### src/rtl/pipelined_subtractor_pkg.sv
// Shared types and helpers for the sliced, pipelined subtractor.
package pipelined_subtractor_pkg;

  typedef struct packed {
    logic g;
    logic p;
  } gp_t;

  function automatic int stages(input int width, input int chunk);
    return width / chunk;
  endfunction

  // hi is the more significant span, lo the less significant one
  function automatic gp_t gp_combine(input gp_t hi, input gp_t lo);
    gp_t r;
    r.g = hi.g | (hi.p & lo.g);
    r.p = hi.p & lo.p;
    return r;
  endfunction

endpackage

### src/rtl/sub_prefix_chunk.sv
// One CHUNK-bit subtract slice; borrows resolved by a Kogge-Stone prefix network.
module sub_prefix_chunk
  import pipelined_subtractor_pkg::*;
#(
  parameter int CHUNK = 8
) (
  input  logic [CHUNK-1:0] x,
  input  logic [CHUNK-1:0] y,
  input  logic             b_in,
  output logic [CHUNK-1:0] d,
  output logic             b_out
);

  localparam int LEVELS = (CHUNK > 1) ? $clog2(CHUNK) : 0;

  gp_t [CHUNK-1:0] lvl [LEVELS+1];
  logic [CHUNK:0]  bor;

  for (genvar i = 0; i < CHUNK; i++) begin : g_leaf
    assign lvl[0][i] = '{g: ~x[i] & y[i], p: ~(x[i] ^ y[i])};
  end

  for (genvar l = 0; l < LEVELS; l++) begin : g_lvl
    for (genvar i = 0; i < CHUNK; i++) begin : g_bit
      if (i >= (1 << l)) begin : g_comb
        assign lvl[l+1][i] = gp_combine(lvl[l][i], lvl[l][i-(1<<l)]);
      end else begin : g_pass
        assign lvl[l+1][i] = lvl[l][i];
      end
    end
  end

  // bor[i] is the borrow into bit i; prefix over [i-1:0] folded with b_in
  assign bor[0] = b_in;
  for (genvar i = 0; i < CHUNK; i++) begin : g_bor
    assign bor[i+1] = lvl[LEVELS][i].g | (lvl[LEVELS][i].p & b_in);
  end

  assign d     = x ^ y ^ bor[CHUNK-1:0];
  assign b_out = bor[CHUNK];

endmodule

### src/rtl/pipelined_subtractor.sv
// W-bit subtractor, one CHUNK slice per stage, registered inter-slice borrow, valid/ready stall.
module pipelined_subtractor
  import pipelined_subtractor_pkg::*;
#(
  parameter int WIDTH = 32,
  parameter int CHUNK = 8
) (
  input  logic             clk,
  input  logic             rst,
  input  logic             in_valid,
  output logic             in_ready,
  input  logic [WIDTH-1:0] x,
  input  logic [WIDTH-1:0] y,
  input  logic             borrow_in,
  output logic             out_valid,
  input  logic             out_ready,
  output logic [WIDTH-1:0] diff,
  output logic             borrow_out
);

  localparam int STAGES = stages(WIDTH, CHUNK);

  if (WIDTH % CHUNK != 0) begin : g_bad_width
    $error("WIDTH must be a multiple of CHUNK");
  end

  logic              adv;
  logic [STAGES:1]   vld_pipe;

  assign out_valid = vld_pipe[STAGES];
  assign adv       = !out_valid || out_ready;
  assign in_ready  = adv && !rst;

  always_ff @(posedge clk or posedge rst) begin
    if (rst) begin
      vld_pipe <= '0;
    end else if (adv) begin
      vld_pipe[1] <= in_valid;
      for (int i = 2; i <= STAGES; i++) vld_pipe[i] <= vld_pipe[i-1];
    end
  end

  // Stage k holds diff bits [DW-1:0] (de-skew) and operand bits above DW (skew)
  for (genvar k = 0; k < STAGES; k++) begin : g_stg
    localparam int DW = (k + 1) * CHUNK;

    logic [CHUNK-1:0] xs, ys, ds;
    logic             bi, bo;
    logic [DW-1:0]    d_nx, d_q;
    logic             b_q;

    if (k == 0) begin : g_src
      assign xs   = x[CHUNK-1:0];
      assign ys   = y[CHUNK-1:0];
      assign bi   = borrow_in;
      assign d_nx = ds;
    end else begin : g_src
      assign xs   = g_stg[k-1].g_ops.x_q[CHUNK-1:0];
      assign ys   = g_stg[k-1].g_ops.y_q[CHUNK-1:0];
      assign bi   = g_stg[k-1].b_q;
      assign d_nx = {ds, g_stg[k-1].d_q};
    end

    sub_prefix_chunk #(.CHUNK(CHUNK)) u_chunk (
      .x     (xs),
      .y     (ys),
      .b_in  (bi),
      .d     (ds),
      .b_out (bo)
    );

    always_ff @(posedge clk or posedge rst) begin
      if (rst) begin
        d_q <= '0;
        b_q <= 1'b0;
      end else if (adv) begin
        d_q <= d_nx;
        b_q <= bo;
      end
    end

    if (k < STAGES - 1) begin : g_ops
      localparam int OW = WIDTH - DW;
      logic [OW-1:0] x_nx, y_nx, x_q, y_q;

      if (k == 0) begin : g_in
        assign x_nx = x[WIDTH-1:CHUNK];
        assign y_nx = y[WIDTH-1:CHUNK];
      end else begin : g_in
        assign x_nx = g_stg[k-1].g_ops.x_q[OW+CHUNK-1:CHUNK];
        assign y_nx = g_stg[k-1].g_ops.y_q[OW+CHUNK-1:CHUNK];
      end

      always_ff @(posedge clk or posedge rst) begin
        if (rst) begin
          x_q <= '0;
          y_q <= '0;
        end else if (adv) begin
          x_q <= x_nx;
          y_q <= y_nx;
        end
      end
    end
  end

  assign diff       = g_stg[STAGES-1].d_q;
  assign borrow_out = g_stg[STAGES-1].b_q;

endmodule
### config.mk
export PLATFORM = sky130hd
export DESIGN_NAME = pipelined_subtractor
export DESIGN_NICKNAME = d
export VERILOG_FILES = /design/src/rtl/pipelined_subtractor_pkg.sv /design/src/rtl/sub_prefix_chunk.sv /design/src/rtl/pipelined_subtractor.sv
export SDC_FILE = /design/constraint.sdc
export NUM_CORES = 1
export LEC_CHECK = 0
export CORE_ASPECT_RATIO = 0.8
export CORE_MARGIN = 5
export CORE_UTILIZATION = 26
export CTS_CLUSTER_SIZE = 8
export DETAILED_ROUTE_END_ITERATION = 10
export PLACE_DENSITY_LB_ADDON = 0.25
export SYNTH_ARGS = -nofsm -noshare
export SYNTH_HDL_FRONTEND = slang
export SYNTH_SLANG_ARGS = --single-unit
### constraint.sdc
create_clock -name clk -period 8.5 [get_ports clk]
set_input_delay 1.7 -clock clk [delete_from_list [all_inputs] [get_ports clk]]
set_output_delay 1.7 -clock clk [all_outputs]
set_load 0.03 [all_outputs]
* Yosys cells after proc, flatten, opt, wreduce, memory -nomap -nowiden *
Index checks and enable logic that the tools add are counted.

storage, ports and cells
  register bits after elaboration = 184
  bits in latches = 0
  RAM bits = 0
  memory bits (read-only) = 0
  input port bits = 69
  output and inout bits = 35
  memories = 0

cells by class
  add/subtract/negate cells = 0
  $mul = 0
  div/mod/pow operators = 0
  magnitude comparators = 0
  equality and inequality tests = 0
  shifts and indexed selects = 0
  muxes and demuxes = 0
  bitwise logic cells = 404
  reduce and logical (&&, ||, !) cells = 4

operators by type and width
  cell                 number
  $and A1 B1 Y1        200
  $or A1 B1 Y1         100
  $not A1 Y1           64
  $xor A8 B8 Y8        8
  $xor A1 B1 Y1        32
  $logic_not A1 Y1     2
  $logic_and A1 B1 Y1  1
  $logic_or A1 B1 Y1   1

* Depth between registers and ports, before layout *
Gate-level depths: netlist of the first run.

  depth in word-level cells = 9
  depth in mapped cells = 7
  mapped depth without buffers = 7

* Hierarchy *
From an unflattened synthesis of the first run, not the netlist that was laid out.

unflattened totals
  cells, all modules = 621
  area total of the unflattened synthesis = 9,133.8 um^2

modules (own cells, without submodules)
  module                                    times used  cells an instance  area each (um^2)  seq. area each (um^2)
  pipelined_subtractor                      1           392                7,468.4           4,604.4
  sub_prefix_chunk at g_stg[1].u_chunk ...  3           56                 409.1             0.0
  sub_prefix_chunk at g_stg[0].u_chunk      1           61                 437.9             0.0

* Worst setup path after synthesis of the first run *
Ideal clock, no wire load.

  path type = input port to output port
  start point = input out_ready
  end point = output in_ready
  arrival = 2.482 ns
  required time = 6.800 ns
  slack = 4.318 ns
  stages = 4
  path buffers = 2
  cells stage by stage = nor2b_1 buf_2 clkbuf_1 nor2_1

between the ends
  word-level cells in the longest chain between the ends = 2

RTL lines
  item                 RTL line                    RTL
  start: declaration   pipelined_subtractor.sv:16  input logic out_ready,
  $logic_or A1 B1 Y1   pipelined_subtractor.sv:31  assign adv = !out_valid || out_ready;
  $logic_and A1 B1 Y1  pipelined_subtractor.sv:32  assign in_ready = adv && !rst;
  end: declaration     pipelined_subtractor.sv:11  output logic in_ready,

No other way between the ends.

* Worst setup path after layout of the first run *
Same ends and word-level chain as after synthesis.

==> results.py, run 1 <==
metrics = {
    "yosys": {
        "synth.cell_area_um2": 8249,
        "ys_async_sr_fraction_pct": 100.0,
        "ys.warnings.count": 0,
        "synthesis.instances": 930,
        "unique_masters_post_synth": 40,
        "synth_nets": 1039,
        "synth_enable_flop_cells": 0,
        "postSynthAreaPerCell_um2": 8.870,
        "synth-seq-area-share_pct": 55.82,
        "register_bit_count_reported_by_yosys": 184,
        "synth-main-ff-cell": "dfrtp_1",
    },
    "setup_path": {
        "cp.required_ns": 6.80,
        "worst_setup_path_end_kind": "output port",
        "criticalPathCategory": "in2out",
        "timing.critical_path.fanout_max": 64,
        "worst_setup_path_start_kind": "primary input",
        "timing.critical_path.arrival_ns": 3.53,
    },
    "floorplanning": {
        "top_level_ports": 104,
        "die_h_um": 169.3,
        "core_area_um2": 31350,
        "row_count": 58,
        "die-area_um2": 35410,
        "dieWidth_um": 209.1,
        "initial_core_util_pct": 26.31,
    },
    "global_routing": {
        "grt_pass1_vias": 6132,
        "overflow": 0,
        "grt_antenna_before_repair": 0,
        "gr-usage-all-layers_pct": 10.59,
        "grt_max_degree": 221,
        "grt_pass1_wl_mm": 30.77,
    },
    "timing": {
        "rsz0062_at_grt": "false",
        "layout_worst_path_cycle_share_pct": 61.59,
        "worst-slew-pin-transition_ns": 0.9426,
        "fin_worst_skew_ns": 0.009680,
        "setup_viol": 0,
        "fmax_mhz": 191.0,
        "setup_tns_ns": 0,
        "period_minus_slack_ns": 5.235,
        "timing_hold_violations_final": 0,
        "timing.final.ws_setup_ns": 3.265,
        "slew_headroom_pct": 37.16,
        "fin_worst_hold_slack_ns": 0.4619,
        "slew_viol_final": 0,
    },
    "layout": {
        "final_cell_count_without_fillers": 1448,
        "n_antenna_cell": 0,
        "layout.nets": 1124,
        "layout-drive-gt1-share_pct": 3.988,
        "syn_to_final_growth_pct": 24.74,
    },
    "detailed_routing": {
        "first_iter_violations": 253,
        "drc": 0,
        "via_per_inst": 4.225,
        "drt_pass1_iterations": 4,
        "route.final.wire_length_mm": 18.21,
        "routedWlPerCell_um": 12.58,
        "detailroute.via_count": 6118,
        "postRouteAntennaNets": 0,
    },
    "clock_network": {
        "worst_skew_pair.late_latency_ns": 0.43,
        "cts-root-buf": "clkbuf_16",
        "tritoncts": "done",
        "cts-buffers-inserted": 17,
        "cts.repair.resized": 0,
        "cts.sink_count": 184,
        "cts-htree-levels": 4,
        "post-cts-setup-buffers": 0,
        "ctsHoldBuffers": 0,
        "clock_tree.buffer_depth": 2,
        "cts.reportedPaths.clkPinSlew_ns": 0.07,
    },
    "pwr": {
        "vdd.ir_drop.worst_uv": 146.6,
        "static-leakage-power_uw": 0.004999,
        "power_density_nw_per_um2": 378.5,
        "totalPowerFinal_uw": 3895,
    },
    "placement": {
        "placer_s_final_routability_congestion_estimate": 0.7695,
        "io_buffers": 103,
        "detailedPlace.worstSlack_ns": 3.236,
        "post-place-cells": 1416,
        "hpwl_mm": 11.61,
    },
    "flow_run": {
        "max_cap_viol_count": 0,
    },
    "outcome": {
        "run_status": "completed",
    },
    "min_path": {
        "hold_path.class": "reg2reg",
    },
}
## cells in the mapped netlist (7+ instances only)
cell	number	area, um^2
ha_1	36	450.4
nor3_1	9	45.04
nor2_1	32	120.1
nand2_1	414	1554
clkbuf_1	34	127.6
xnor2_1	21	183.9
a21oi_1	30	150.1
inv_1	47	176.4
o21ai_0	47	235.2
dfrtp_1	184	4604
a211oi_1	7	52.55
a31oi_1	7	43.79
## registers in the layout (all words and copies together), names as in the netlist
signal           count
diff                32
borrow_out           1
g_stg.b_q            3
g_stg.g_ops.x_q     48
vld_pipe             4
g_stg.d_q           48
g_stg.g_ops.y_q     48
## cell families (layout without fill, tap and decap cells)
logic type	count (synthesis)	count (layout)	share of synthesized area (%)
AOI/OAI and AO/OA	125	125	9.298
xor gates and xnor gates	23	23	2.442
adders and majority gates	40	40	6.431
buffers and inverters	88	186	4.019
DFF	184	184	55.82
and+or+nand+nor	470	470	21.99
## final timing paths
path	endpoint	cells past startpoint	from	slack [ns]
setup / recovery	in_ready	5	out_ready	3.27
hold / removal	diff[0]	2	diff[0]	0.46
setup reg to reg	g_stg[2].d_q[23]	5	vld_pipe[4]	6.02
hold reg to reg	diff[0]	2	diff[0]	0.46
max in group asynchronous	g_stg[1].g_ops.x_q[14]	3	rst	5.23
min in group asynchronous	diff[1]	2	rst	1.85
## critical path, stage by stage
cell and delay (ns):
clkdlybuf4s50_1 0.46, nor2b_4 0.12, buf_4 0.52, nor2_1 0.08, clkdlybuf4s50_1 0.62
## per-stage QoR
stage | utilization (%) | cell area (um^2)
5_1_grt | 32.82 | 10290
2_1_floorplan | - | 8249
4_1_cts | 32.82 | 10290
3_3_place_gp | 30.99 | 9716
6_report | 32.82 | 10290
3_5_place_dp | 30.99 | 9716
## cell usage in the layout, fill, tap and decap left out, types with 6 or more instances in the layout
cell,instances
nand2_1,414
dfrtp_1,184
clkdlybuf4s50_1,103
o21ai_0,47
inv_1,46
ha_1,36
nor2_1,32
a21oi_1,30
xnor2_1,21
clkbuf_16,17
nor3_1,9
a211oi_1,7
a31oi_1,7
o21bai_1,6
## per-layer routing
| metal | global-route usage (%) | vias up | part of all wire [%] |
|---|---|---|---|
| li1 | - | 3133 | - |
| met1 | 14.45 | 2891 | 50 |
| met2 | 16.70 | 83 | 46 |
| met3 | 2.920 | 11 | 3.3 |
| met4 | 2.864 | 0 | 0.97 |
| met5 | 0 | - | 0 |
## final cells by class
| cell class | instances | area [um^2] |
|---|---|---|
| sequential | 184 | 4604 |
| multi-input combinational | 658 | 3328 |
| fill | 3349 | 21060 |
| timing repair buffer | 107 | 1074 |
| tap | 420 | 525.5 |
| inverter | 47 | 183.9 |
| clock inverter | 11 | 123.9 |
| clock buffer | 21 | 450.4 |
## report_power, final
group | internal [uW] | total (uW) | switching (uW)
Clock | 442 | 790 | 349
Sequential | 1260 | 1460 | 196
Combinational | 684 | 1650 | 965
Power figures use the tool's default switching activity.
==> run 2, diff against run 1 <==
Clock period 8.5 ns to 4.5 ns, I/O delays scaled along.
==> run 2 against run 1 <==
  * Non-clock buffer count rose by 3
  * Flip-flop and latch count is the same
  * Cell count increased by 0.21%
  * Clock power is 99% higher
  * Power grew 91%
  * Largest power group unchanged
==> results.py, run 2 (synthesis gave the netlist of run 1 again) <==
metrics = {
    "setup_path": {
        "worst_setup_path_start_kind": "primary input",
        "timing.critical_path.fanout_max": 3,
        "critical_path.slowest_cell": "clkdlybuf4s50_1",
        "delay_contributed_by_the_slowest_stage_of_the_critical_path_ns": 0.68,
        "timing.critical_path.mode_cell": "clkdlybuf4s50_1",
        "criticalPathCategory": "in2out",
        "worst_setup_path_end_kind": "output port",
        "cp.required_ns": 3.60,
        "timing.critical_path.arrival_ns": 2.29,
        "timing.critical_path.cells": "clkdlybuf4s50_1 > nor2b_4 > nor2_1 > clkdlybuf4s50_1",
    },
    "layout": {
        "layout.nets": 1127,
        "n_antenna_cell": 0,
        "final_cell_mix": "nand2_1 (414), dfrtp_1 (184), clkdlybuf4s50_1 (103), o21ai_0 (47), inv_1 (46)",
        "multi_input_comb_area_um2": 3328,
        "sequential_cell_area_um2": 4604,
        "fin_util_pct": 33.13,
        "largestRegisters": "g_stg.d_q: 48 flops, g_stg.g_ops.x_q: 48 flops, g_stg.g_ops.y_q: 48 flops",
        "nFillCells": 3303,
        "syn_to_final_growth_pct": 25.91,
        "mostFrequentLayoutCell": "nand2_1",
        "final_cell_count_without_fillers": 1451,
        "layout-drive-gt1-share_pct": 4.365,
    },
    "global_routing": {
        "overflow": 0,
        "grt_max_degree": 150,
        "grt_antenna_before_repair": 0,
        "grt_pass1_vias": 6184,
        "grt_pass1_wl_mm": 31.14,
        "gr-usage-all-layers_pct": 10.73,
    },
    "placement": {
        "io_buffers": 103,
        "detailedPlace.worstSlack_ns": 1.297,
        "placer_s_final_routability_congestion_estimate": 0.7885,
        "hpwl_mm": 12.04,
        "post-place-cells": 1419,
    },
    "timing": {
        "rsz0062_at_grt": "false",
        "slew_viol_final": 0,
        "period_minus_slack_ns": 3.189,
        "fin_worst_skew_ns": 0.01225,
        "setup_tns_ns": 0,
        "fmax_mhz": 313.6,
        "slew_headroom_pct": 34.83,
        "timing.final.ws_setup_ns": 1.311,
        "worst-slew-pin-transition_ns": 0.9775,
        "timing_hold_violations_final": 0,
        "layout_worst_path_cycle_share_pct": 70.87,
        "setup_viol": 0,
    },
    "floorplanning": {
        "dieWidth_um": 209.1,
        "initial_core_util_pct": 26.31,
        "row_count": 58,
        "top_level_ports": 104,
        "core_area_um2": 31350,
        "die-area_um2": 35410,
        "die_h_um": 169.3,
    },
    "clock_network": {
        "clock_tree.buffer_depth": 2,
        "cts-htree-levels": 4,
        "cts.repair.resized": 0,
        "post-cts-setup-buffers": 0,
        "cts-buffers-inserted": 17,
        "cts-root-buf": "clkbuf_16",
        "cts.reportedPaths.clkPinSlew_ns": 0.06,
        "cts.sink_count": 184,
        "tritoncts": "done",
        "ctsHoldBuffers": 0,
        "worst_skew_pair.late_latency_ns": 0.43,
    },
    "pwr": {
        "static-leakage-power_uw": 0.005035,
        "totalPowerFinal_uw": 7434,
        "vdd.ir_drop.worst_uv": 262.2,
        "power_density_nw_per_um2": 715.7,
    },
    "detailed_routing": {
        "drc": 0,
        "drt_pass1_iterations": 4,
        "detailroute.via_count": 6132,
        "route.final.wire_length_mm": 18.13,
        "routedWlPerCell_um": 12.50,
        "postRouteAntennaNets": 0,
        "via_per_inst": 4.226,
        "first_iter_violations": 307,
    },
    "outcome": {
        "run_status": "completed",
    },
    "min_path": {
        "hold_path.class": "reg2reg",
    },
    "flow_run": {
        "max_cap_viol_count": 0,
    },
}
-- run 2: power by group --
group          switching, uW  leakage (uW)  internal [uW]
Combinational           1800       0.00253           1310
Sequential               372       0.00221           2380
Clock                    675      0.000289            899
Total                   2850       0.00503           4580
-- run 2: worst max-delay path, delay by kind of cell --
| kind | cells | cell delay [ns] |
|---|---|---|
| buf+inv | 2 | 1.20 |
| simple gates | 2 | 0.19 |
-- run 2: layout make-up --
cell class	count	area share, %
flip-flops and latches	184	44.33
clock inverters	12	1.614
inverters	47	1.735
multi-input cells	658	32.04
well taps	420	5.060
repair buffers	110	10.91
clock buffers	20	4.301
-- run 2: worst paths after layout --
kind	start	end	slack (ns)	cells past startpoint
hold / removal	g_stg[0].g_ops.y_q[17]	g_stg[0].g_ops.y_q[17]	0.47	2
min in group asynchronous	rst	diff[2]	0.85	2
setup reg to reg	g_stg[2].g_ops.x_q[0]	borrow_out	2.34	7
hold reg to reg	g_stg[0].g_ops.y_q[17]	g_stg[0].g_ops.y_q[17]	0.47	2
setup / recovery	out_ready	in_ready	1.31	4
max in group asynchronous	rst	g_stg[1].g_ops.y_q[4]	2.79	3
-- run 2: metal layers --
metal | GRT usage (%) | vias up | wire length, um | part of all wire, %
met1 | 14.85 | 2900 | 8880 | 49
met2 | 16.73 | 77 | 8423 | 46
met4 | 3.233 | 0 | 187 | 1.0
li1 | - | 3145 | - | -
met5 | 0 | - | 0 | 0
met3 | 2.717 | 10 | 641 | 3.5
-- run 2: metrics by stage --
| step | hold WS [ns] | instance area (um^2) |
|---|---|---|
| finish | 0.4661 | 10390 |
| global route | 0.4879 | 10390 |
| CTS | 0.4690 | 10390 |
| detailed placement | 0.4511 | 9772 |
| global placement | 0.4441 | 9772 |
| floorplan | 0.4300 | 8253 |
